`src/rtl/autoconfig_pkg.sv`:
```
// autoconfig_pkg -- shared definitions for the Zorro II AutoConfig responder.
//   * cfg_state_t : responder state encoding
//   * REG_*       : AutoConfig register offsets (byte offsets in $E80000 space)
//   * ER_TYPE_*   : er_Type byte for the 4 MB and 8 MB board variants
package autoconfig_pkg;

  typedef enum logic [2:0] {
    ST_UNCONF     = 3'd0,
    ST_READ       = 3'd1,
    ST_WRITE      = 3'd2,
    ST_WAIT_END   = 3'd3,
    ST_CONFIGURED = 3'd4,
    ST_SHUTUP     = 3'd5
  } cfg_state_t;

  localparam logic [7:0] REG_TYPE      = 8'h00;
  localparam logic [7:0] REG_PRODUCT   = 8'h04;
  localparam logic [7:0] REG_FLAGS     = 8'h08;
  localparam logic [7:0] REG_MANUF     = 8'h10;
  localparam logic [7:0] REG_MANUF_LO  = 8'h14;
  localparam logic [7:0] REG_SERIAL    = 8'h18;
  localparam logic [7:0] REG_SERIAL_LO = 8'h1C;
  localparam logic [7:0] REG_BASE      = 8'h48;
  localparam logic [7:0] REG_SHUTUP    = 8'h4C;

  // er_Type: Zorro II, link into memory list, size code 0 = 8 MB / 7 = 4 MB.
  localparam logic [7:0] ER_TYPE_8MB = 8'hE0;
  localparam logic [7:0] ER_TYPE_4MB = 8'hE7;

  // "Prefer 8 MB space" flag byte, stored inverted like all non-type bytes.
  localparam logic [7:0] ER_FLAGS    = 8'h80;

endpackage

```
`src/rtl/autoconfig_z2_sync2.sv`:
```
// sync2 -- two-flop synchroniser for one bus strobe, reset to the
// inactive (high) level.
//   clk : sampling clock
//   rst : asynchronous active-high reset, forces q to 1
//   d   : asynchronous input
//   q   : synchronised output
module sync2 (
  input  logic clk,
  input  logic rst,
  input  logic d,
  output logic q
);

  logic meta_r;

  // Two-stage capture of the asynchronous strobe.
  always_ff @(posedge clk or posedge rst) begin
    if (rst) begin
      meta_r <= 1'b1;
      q      <= 1'b1;
    end else begin
      meta_r <= d;
      q      <= meta_r;
    end
  end

endmodule

```
`src/rtl/autoconfig_z2.sv`:
```
// autoconfig_z2 -- Zorro II AutoConfig responder for the fast RAM board.
// Answers reads in $E80000 space with the identity nibbles, captures the
// base written by Kickstart and then enables the fast-RAM decoder.
// Optional feature macro: AUTOCONFIG_SERIAL_EN (serial number at $18-$1E).
//
// Ports:
//   CLK              in   system clock, rising edge
//   RESET            in   asynchronous active-high reset
//   A[23:1]          in   CPU address bus
//   AS_n, UDS_n      in   address / upper data strobes (async, synchronised here)
//   RW_n             in   1 = read
//   D_IN[15:12]      in   write data nibble
//   CFGIN_n          in   0 = this board may configure
//   JP2              in   1 = 8 MB board, 0 = 4 MB board
//   D_OUT[15:12]     out  read data nibble (4'hF when not driving)
//   D_OE             out  D[15:12] output buffer enable
//   BASE_RAM[7:5]    out  A[23:21] of the assigned base
//   RAM_CONFIGURED_n out  0 = base valid, decode enabled
//   CFGOUT_n         out  0 = pass the chain to the next board
module autoconfig_z2 #(
  parameter logic [15:0] MANUF_ID   = 16'h07DB,
  parameter logic [7:0]  PRODUCT_ID = 8'h01,
  parameter logic [31:0] SERIAL_NO  = 32'h0000_0001
) (
  input  logic        CLK,
  input  logic        RESET,
  input  logic [23:1] A,
  input  logic        AS_n,
  input  logic        UDS_n,
  input  logic        RW_n,
  input  logic [15:12] D_IN,
  input  logic        CFGIN_n,
  input  logic        JP2,
  output logic [15:12] D_OUT,
  output logic        D_OE,
  output logic [7:5]  BASE_RAM,
  output logic        RAM_CONFIGURED_n,
  output logic        CFGOUT_n
);

  import autoconfig_pkg::*;

  logic       as_s;
  logic       ds_s;
  logic       rw_s;
  cfg_state_t state_r;
  logic       pend_cfg_r;
  logic       pend_shut_r;
  logic [7:0] reg_off_s;
  logic       cfg_hit_s;

  sync2 u_sync_as (.clk(CLK), .rst(RESET), .d(AS_n),  .q(as_s));
  sync2 u_sync_ds (.clk(CLK), .rst(RESET), .d(UDS_n), .q(ds_s));
  sync2 u_sync_rw (.clk(CLK), .rst(RESET), .d(RW_n),  .q(rw_s));

  // Byte offset inside the configuration space; A[0] does not exist.
  assign reg_off_s = {A[7:1], 1'b0};

  assign cfg_hit_s = !as_s && (A[23:16] == 8'hE8) && !CFGIN_n &&
                     (state_r == ST_UNCONF);

  // Bits that take no part in decoding.
  logic unused_s;
  assign unused_s = &{1'b0, A[15:8], D_IN[12]};

  // Each register byte spans four offsets: high nibble at R, low at R+2.
  // Every byte except er_Type is presented inverted.
  function automatic logic [3:0] id_nibble(input logic [7:0] off, input logic jp2);
    logic [7:0] raw;
    case (off & 8'hFC)
      REG_TYPE:      raw = jp2 ? ER_TYPE_8MB : ER_TYPE_4MB;
      REG_PRODUCT:   raw = ~PRODUCT_ID;
      REG_FLAGS:     raw = ~ER_FLAGS;
      REG_MANUF:     raw = ~MANUF_ID[15:8];
      REG_MANUF_LO:  raw = ~MANUF_ID[7:0];
`ifdef AUTOCONFIG_SERIAL_EN
      // Four nibble slots carry the low 16 serial bits, MS byte first.
      REG_SERIAL:    raw = ~SERIAL_NO[15:8];
      REG_SERIAL_LO: raw = ~SERIAL_NO[7:0];
`endif
      default:       raw = 8'hFF;
    endcase
    return off[1] ? raw[3:0] : raw[7:4];
  endfunction

`ifndef AUTOCONFIG_SERIAL_EN
  logic [31:0] unused_serial_s;
  assign unused_serial_s = SERIAL_NO;
`endif

  // Responder state machine with registered bus and decoder outputs.
  always_ff @(posedge CLK or posedge RESET) begin
    if (RESET) begin
      state_r          <= ST_UNCONF;
      D_OUT            <= 4'hF;
      D_OE             <= 1'b0;
      BASE_RAM         <= 3'b000;
      RAM_CONFIGURED_n <= 1'b1;
      CFGOUT_n         <= 1'b1;
      pend_cfg_r       <= 1'b0;
      pend_shut_r      <= 1'b0;
    end else begin
      case (state_r)
        ST_UNCONF: begin
          if (cfg_hit_s && rw_s) begin
            state_r <= ST_READ;
            D_OE    <= 1'b1;
            D_OUT   <= id_nibble(reg_off_s, JP2);
          end else if (cfg_hit_s && !ds_s) begin
            state_r <= ST_WRITE;
            D_OE    <= 1'b0;
            D_OUT   <= 4'hF;
          end else begin
            state_r <= ST_UNCONF;
            D_OE    <= 1'b0;
            D_OUT   <= 4'hF;
          end
        end
        ST_READ: begin
          if (as_s) begin
            state_r <= ST_UNCONF;
            D_OE    <= 1'b0;
            D_OUT   <= 4'hF;
          end else begin
            D_OUT   <= id_nibble(reg_off_s, JP2);
          end
        end
        ST_WRITE: begin
          // D_IN is stable by the time the synchronised strobes arrive.
          if (reg_off_s == REG_BASE) begin
            BASE_RAM   <= D_IN[15:13];
            pend_cfg_r <= 1'b1;
          end else if (reg_off_s == REG_SHUTUP) begin
            pend_shut_r <= 1'b1;
          end else begin
            pend_cfg_r <= pend_cfg_r;
          end
          state_r <= ST_WAIT_END;
        end
        ST_WAIT_END: begin
          // Decoder is only enabled once the bus cycle has fully ended.
          if (as_s) begin
            if (pend_cfg_r) begin
              state_r          <= ST_CONFIGURED;
              RAM_CONFIGURED_n <= 1'b0;
              CFGOUT_n         <= 1'b0;
            end else if (pend_shut_r) begin
              state_r  <= ST_SHUTUP;
              CFGOUT_n <= 1'b0;
            end else begin
              state_r <= ST_UNCONF;
            end
          end else begin
            state_r <= ST_WAIT_END;
          end
        end
        ST_CONFIGURED: begin
          state_r <= ST_CONFIGURED;
        end
        ST_SHUTUP: begin
          state_r <= ST_SHUTUP;
        end
        default: begin
          state_r <= ST_UNCONF;
          D_OE    <= 1'b0;
          D_OUT   <= 4'hF;
        end
      endcase
    end
  end

endmodule

```
`config.mk`:
```
export PLATFORM = sky130hd
export DESIGN_NAME = autoconfig_z2
export DESIGN_NICKNAME = d
export VERILOG_FILES = /design/src/rtl/autoconfig_pkg.sv /design/src/rtl/autoconfig_z2_sync2.sv /design/src/rtl/autoconfig_z2.sv
export SDC_FILE = /design/constraint.sdc
export NUM_CORES = 1
export LEC_CHECK = 0
export ABC_AREA = 1
export ABC_CLOCK_PERIOD_IN_PS = 1580
export CORE_ASPECT_RATIO = 0.75
export CORE_MARGIN = 8
export CORE_UTILIZATION = 40
export DETAILED_ROUTE_END_ITERATION = 6
export GPL_TIMING_DRIVEN = 0
export PLACE_DENSITY = 0.85
export SLEW_MARGIN = 20
export SYNTH_ARGS = -nofsm -noshare
export SYNTH_HDL_FRONTEND = slang
export SYNTH_SLANG_ARGS = --single-unit
```
`constraint.sdc`:
```
create_clock -name CLK -period 1.58 [get_ports CLK]
set_clock_uncertainty 0.1 [all_clocks]
set_input_delay 0.474 -clock CLK [delete_from_list [all_inputs] [get_ports CLK]]
set_output_delay 0.474 -clock CLK [all_outputs]
set_load 0.02 [all_outputs]
```
==> metrics.md, run 1 <==
| Metric | Value |
|---|---|
| Status | complete, no violations |
| Setup crit start kind | primary input |
| Finished Core Util | 0.6146 |
| Hold Vio Cnt, Final | 0 |
| CTS tree | yes |
| Area share of the largest cell type after synthesis | 0.2816 |
| Starting DRT DRC Count | 88 |
| Yosys top cell by area | dfstp_2 |
| Clk Latency, worst-skew pair | 270 ps |
| CTS root buf | clkbuf_8 |
| Routed WL | 3.066 mm |
| Critical Path End Type | flop |
| First-pass GRT wire length | 4.940 mm |
| LEAKAGE | 0.0007769 uW |
| Worst r2r path cells | 5 |
| Vias in the first global route | 1,143 |
| Commonest non-fill, non-tap cell in the layout | nand2_1 |
| Die Span Y | 61.82 microns |
| WHS | 258.4 ps |
| CTS Buf Count | 3 |
| Via count | 1,073 |
| Syn Area/Cell | 8.818 sq um |
| Global route overflow | 0 |
| Layout cell share with drive strength beyond 1 | 0.3882 |
| DRC viols | 0 |
| Final period utilization | 0.9863 |
| # IOs | 44 |
| H-tree Lvls | 1 |
| Inserted Diodes | 0 |
| Drt wl/cell | 14.88 microns |
| Seq cells post-synth | 21 |
| Worst setup margin | 21.65 ps |
| Pwr dens | 753.3 mW/mm^2 |
| Final Slew Violations | 0 |
| Post-detailed-route via-to-cell ratio | 5.209 |
| Clock Path Buffers | 2 |
| Fin crit period | 1558 ps |
| Commonest cells after routing, fill and taps aside | nand2_1, nor2_1, dfstp_2 |
| Crit path arrival time | 1660 ps |
| Library cells used by synthesis | 28 |
| Hold crit path type | reg -> reg |
| Clk slew on worst S/H paths | 80 ps |
| Synthesized area | 0.001120 sq mm |
| WP data required | 1680 ps |
| Cells after Synth | 127 |
| Starting density of the core | 0.4238 |
| Critical Path Fanout Max | 4 |
| Clk sink count | 21 |
| Largest net degree at the start of global routing | 22 |
| HPWL after DPL | 2.281 mm |
| Placeable Area | 0.002643 sq mm |
| ANT nets after route | 0 |
| Peak supply drop | 475.8 uV |
| Hold Path Depth | 0 |
| Die W | 77.10 microns |
| Synth Warn # | 0 |
| # Max-Cap Violations | 0 |
| Net Count, Synth | 161 |
| Pre-CTS setup slack | -545.8 ps |
| # hold bufs at CTS | 0 |
| Die area | 0.004766 sq mm |
| Fmax | 0.6417 GHz |
| GP Congestion | 0.9349 |
| Initial antenna violation count | 0 |
| Slew @ Worst Pin | 722.9 ps |
| Top cells by area, synth | dfstp_2, dfrtp_1, nand2_1, nor2_1, inv_1 |
| Fin nets | 205 |
| Area delta synth->final | 45.03% |
| Count of final setup violators | 0 |
| Gr usage total | 0.1281 |
| Max_slew headroom | 0.5175 |
| Standard-cell rows | 16 |
| Pre-antenna DRT Iters | 4 |
| PortBufs | 34 |
| Crit path kind | in -> reg |
| Sequential element share of the synthesized area | 0.4827 |
## routing by layer
| layer | global-route usage | vias up | part of all wire |
|---|---|---|---|
| li1 | - | 507 | - |
| met3 | 0.05603 | 10 | 0.079 |
| met2 | 0.2425 | 50 | 0.52 |
| met4 | 0.06150 | 0 | 0.027 |
| met1 | 0.1213 | 506 | 0.38 |
| met5 | 0 | - | 0 |
## Yosys cell counts (all sizes together)
cell,count
a21oi,8
a31oi,2
a41o,1
and2,2
and3,1
clkinv,1
dfrtp,9
dfstp,12
inv,17
mux2,3
nand2,21
nand3,9
nand3b,3
nand4,3
nor2,22
nor3,3
o211ai,1
o21ai,7
o31ai,1
or2,1
## worst max-delay path, cell delays in order
cell and delay [ps]:
clkdlybuf4s15_1 260, nor2_2 230, nand2_2 130, inv_1 80
o21ai_2 60, nand3_2 90, nand3_1 120, a21oi_2 150
a21oi_1 70
## power breakdown
part           switching [uW]  internal, uW
Combinational             146           109
Clock                     195           179
Sequential               16.1           578
Total                     358           866
## worst paths after layout
| kind | from | to | slack [ps] |
|---|---|---|---|
| worst min register to register | u_sync_as.meta_r$_DFF_PP1_ | u_sync_as.q$_DFF_PP1_ | 260 |
| worst min-delay path | u_sync_as.meta_r$_DFF_PP1_ | u_sync_as.q$_DFF_PP1_ | 260 |
| min in group asynchronous | RESET | state_r[0]$_DFFE_PP0N_ | 520 |
| worst max-delay path | A[7] | D_OUT[13]$_DFFE_PP1P_ | 20 |
| worst max register to register | state_r[2]$_DFFE_PP0N_ | BASE_RAM[5]$_DFFE_PP0P_ | 50 |
| max in group asynchronous | RESET | state_r[2]$_DFFE_PP0N_ | 370 |
## cell families after synthesis
| family | after synthesis | synth area share |
|---|---|---|
| flip-flops | 21 | 0.4827 |
| AND/OR/NAND/NOR | 65 | 0.3084 |
| buffers and inverters | 18 | 0.06033 |
| multiplexers | 3 | 0.03017 |
| AO/OA/AOI/OAI | 20 | 0.1184 |
## flip-flops by register name, indices dropped and copies added (netlist names)
register / cells
RAM_CONFIGURED_n: 1
state_r: 3
u_sync_rw.meta_r: 1
u_sync_as.meta_r: 1
D_OE: 1
pend_cfg_r: 1
pend_shut_r: 1
D_OUT: 4
u_sync_rw.q: 1
u_sync_as.q: 1
u_sync_ds.q: 1
CFGOUT_n: 1
u_sync_ds.meta_r: 1
BASE_RAM: 3
## stage by stage
| step | power [uW] | setup TNS (ps) | cell area, sq um | instances |
|---|---|---|---|---|
| after floorplan | 727.8 | 0 | 1120 | 127 |
| after global placement | 837.1 | -3704 | 1505 | 197 |
| after detailed placement | 849.8 | -4488 | 1505 | 197 |
| after CTS | 1202 | 0 | 1555 | 204 |
| after global routing | 1280 | -140.2 | 1624 | 206 |
| final | 1223 | 0 | 1624 | 206 |
## final cells by class
class / count / area (sq um)
Clock inverter: 1 / 7.507
Sequential cell: 21 / 541.8
Clock buffer: 3 / 41.29
Multi-Input combinational cell: 88 / 569.3
Fill cell: 235 / 1018
Tap cell: 36 / 45.04
Inverter: 18 / 70.07
Timing Repair Buffer: 39 / 349.1
## timing repair
item	4_1_cts	5_1_grt
buffers inserted	3	2
endpoints found under the setup margin	17	11
gates resized for setup	42	29
pin swaps	5	14
Note: power is estimated with default switching activity, not from simulation.
==> run 2, diff against run 1 <==
--- a/config.mk
+++ b/config.mk
@@ -8,11 +8,13 @@
 export ABC_AREA = 1
 export ABC_CLOCK_PERIOD_IN_PS = 1580
 export CORE_ASPECT_RATIO = 0.75
-export CORE_MARGIN = 8
+export CORE_MARGIN = 3
 export CORE_UTILIZATION = 40
 export DETAILED_ROUTE_END_ITERATION = 6
 export GPL_TIMING_DRIVEN = 0
+export HOLD_SLACK_MARGIN = 0.06
 export PLACE_DENSITY = 0.85
+export SKIP_LAST_GASP = 1
 export SLEW_MARGIN = 20
 export SYNTH_ARGS = -nofsm -noshare
 export SYNTH_HDL_FRONTEND = slang
==> run 2 against run 1 <==
Core utilization increased by 4.3 points; cell count is 0.49% higher; critical path type is now reg -> out; combinational power shrank 4%; global-route usage increased by 3.3 points; die area down 27%; largest cell class unchanged; clock-buffer cell count unchanged; register-to-register slack barely moved; critical path depth shrank 8; sequential cell count unchanged; critical endpoint is now BASE_RAM[7]; routed wire length down 8.8%; largest power group unchanged; highest routed layer unchanged.
==> metrics.md, run 2 (synthesis results as in run 1) <==
| Metric | Value |
|---|---|
| First-pass GRT wire length | 4.305 mm (-13%) |
| Starting density of the core | 0.4520 (+0.02825) |
| Internal | 862.0 uW (-0.44%) |
| Fin crit period | 1543 ps (-14.95 ps) |
| Seq pwr share | 0.494 (+0.009) |
| Area delta synth->final | 45.47% |
| Crit path kind | reg -> out |
| Clk slew on worst S/H paths | 80 ps (about the same) |
| Vias in the first global route | 1,011 (-12%) |
| Routed WL | 2.797 mm (-8.8%) |
| # Max-Cap Violations | 0 (unchanged) |
| Reg-to-reg critical path endpoint | BASE_RAM[7]$_DFFE_PP0P_ |
| CTS tree | yes |
| Worst r2r path cells | 5 (unchanged) |
| HPWL after DPL | 1.957 mm (-14%) |
| Count of final setup violators | 0 (unchanged) |
| Clk Latency, worst-skew pair | 260 ps (about the same) |
| Net Sw Power | 339.5 uW (-5.1%) |
| Die area | 0.003477 sq mm (-27%) |
| WHS | 259.5 ps (+1.110 ps) |
| Placeable Area | 0.002477 sq mm (-6.2%) |
| Slowest CP cell | dfrtp_1 |
| Power share of the clock group | 0.300 (-0.006) |
| Crit path arrival time | 970 ps (-690 ps) |
| # hold bufs at CTS | 0 (unchanged) |
| Die W | 67.10 microns (-13%) |
| Standard-cell rows | 15 (-1) |
| Critical Path Fanout Max | 2 (-2) |
| WP data required | 1010 ps (-670 ps) |
| Slew @ Worst Pin | 760.3 ps (+37.35 ps) |
| Hold crit path type | reg -> reg |
| CP max stage delay | 380 ps (+120 ps) |
| Commonest non-fill, non-tap cell in the layout | nand2_1 |
| Hold Vio Cnt, Final | 0 (unchanged) |
| GP Congestion | 0.8339 (-11%) |
| PortBufs | 34 (unchanged) |
| Setup crit start kind | flop |
| Top reg by flops | D_OUT |
| HP Start | u_sync_as.meta_r$_DFF_PP1_ |
| LEAKAGE | 0.0008076 uW (+4.0%) |
| Crit path max-delay family | flip-flops |
| Final Slew Violations | 0 (unchanged) |
| ANT nets after route | 0 (unchanged) |
| CTS root buf | clkbuf_8 |
| Clock Path Buffers | 2 (unchanged) |
| Commonest cells after routing, fill and taps aside | nand2_1, nor2_1, dfstp_2, inv_1, dlymetal6s2s_1 |
| Sw Share | 0.2826 (-0.009737) |
| Gr usage total | 0.1606 (+0.03253) |
| Status | complete, no violations |
| Peak supply drop | 674.7 uV (+42%) |
| Starting DRT DRC Count | 43 (-51%) |
| H-tree Lvls | 1 (unchanged) |
| Reg2Reg Setup Slack | 50 ps (about the same) |
| Fin cells | 207 (+0.49%) |
| Worst r2r src | state_r[2]$_DFFE_PP0N_ |
| DRC viols | 0 (unchanged) |
| Fmax | 0.6479 GHz (+0.97%) |
| Clk sink count | 21 (unchanged) |
| Initial antenna violation count | 0 (unchanged) |
| Global route overflow | 0 (unchanged) |
| Layout cell share with drive strength beyond 1 | 0.3873 (-0.0009521) |
| Drt wl/cell | 13.51 microns (-9.2%) |
| Final period utilization | 0.9768 (-0.009464) |
| Dpl cells | 195 (-1.0%) |
| Hold Path Depth | 0 (unchanged) |
| CTS Buf Count | 3 (unchanged) |
| Gate power share | 0.206 (-0.003) |
| Via count | 1,072 (-0.093%) |
| Buf/Inv on CP | 1 (-1) |
| Post-detailed-route via-to-cell ratio | 5.179 (-0.58%) |
| Largest regs | D_OUT: 4 flops, BASE_RAM: 3 flops, state_r: 3 flops |
| Max reg flops | 4 (unchanged) |
| Inserted Diodes | 0 (unchanged) |
| Largest net degree at the start of global routing | 22 (unchanged) |
| Worst-path cell chain | dlygate4sd2_1 |
| Critical Path End Type | primary output |
| Pre-antenna DRT Iters | 4 (unchanged) |
| Pre-CTS setup slack | -457.8 ps (+87.99 ps) |
| Fin nets | 208 (+1.5%) |
| Hold EP | u_sync_as.q$_DFF_PP1_ |
| # IOs | 44 (unchanged) |
| Die Span Y | 51.82 microns (-16%) |
| Worst setup margin | 36.60 ps (+14.95 ps) |
| FILL cells | 212 (-9.8%) |
| Pwr dens | 737.5 mW/mm^2 (-2.1%) |
| Max_slew headroom | 0.4926 (-0.02493) |
==> run 2: changes by cell type in the layout (fill, tap and decap cells not counted), moves of 2 or more <==
cell | previous run | this run
clkdlybuf4s50_1 | 10 | 8
dlymetal6s2s_1 | 7 | 9
mux2_1 | 0 | 2
dlygate4sd2_1 | 3 | 6
mux2_4 | 3 | 1
buf_4 | 6 | 8
nand2_1 | 18 | 16
clkdlybuf4s15_1 | 5 | 3
nand2_2 | 3 | 5
==> run 2: final cells by class <==
cell class                 count  area [sq um]  area share
clock buffer                   3         41.29     0.02535
multi-input combinational     88         553.0      0.3395
sequential                    21         541.8      0.3326
timing repair buffer          42         375.4      0.2304
inverter                      18         67.56     0.04147
tap                           34         42.54     0.02611
clock inverter                 1         7.507    0.004608
==> run 2: how the worst max path moves through the flow <==
| stage | start | to | slack [ps] | cells past startpoint |
|---|---|---|---|---|
| floorplan | A[7] | BASE_RAM[5]$_DFFE_PP0P_ | 170 | 3 |
| global placement | A[6] | BASE_RAM[5]$_DFFE_PP0P_ | -430 | 5 |
| detailed placement | A[6] | BASE_RAM[5]$_DFFE_PP0P_ | -460 | 5 |
| CTS | CFGOUT_n$_DFFE_PP1P_ | CFGOUT_n | -140 | 1 |
| global route | A[5] | D_OUT[13]$_DFFE_PP1P_ | -50 | 9 |
| finish | BASE_RAM[7]$_DFFE_PP0P_ | BASE_RAM[7] | 40 | 1 |
==> run 2: repair_timing <==
action	4_1_cts	5_1_grt
buffers inserted	1	7
setup endpoints to repair	17	11
pin swaps	5	14
endpoints found under the hold margin	0	0
gates resized for setup	37	26
==> run 2: per-stage QoR <==
stage / cell area, sq um / TNS (ps) / util / total power, uW
3_5_place_dp: 1503 / -3952 / 0.6066 / 846.7
4_1_cts: 1536 / -140.6 / 0.6202 / 1191
5_1_grt: 1629 / -116.4 / 0.6576 / 1267
2_1_floorplan: 1120 / 0 / - / 727.8
6_report: 1629 / 0 / 0.6576 / 1201
3_3_place_gp: 1503 / -3525 / 0.6066 / 836.5
==> run 2: power groups by stage <==
stage | sequential, uW | clock, uW | combinational [uW]
floorplan | 620 | 0 | 108
finish | 594 | 361 | 247
detailed placement | 604 | 0 | 243
global placement | 602 | 0 | 234
CTS | 595 | 368 | 228
global route | 598 | 397 | 273
==> run 2: layer usage <==
| layer | global-route usage | wire (microns) | up-vias |
|---|---|---|---|
| li1 | - | - | 509 |
| met1 | 0.2066 | 1102 | 502 |
| met2 | 0.2757 | 1424 | 52 |
| met3 | 0.04320 | 212 | 9 |
| met4 | 0.02357 | 57 | 0 |
| met5 | 0 | 0 | - |
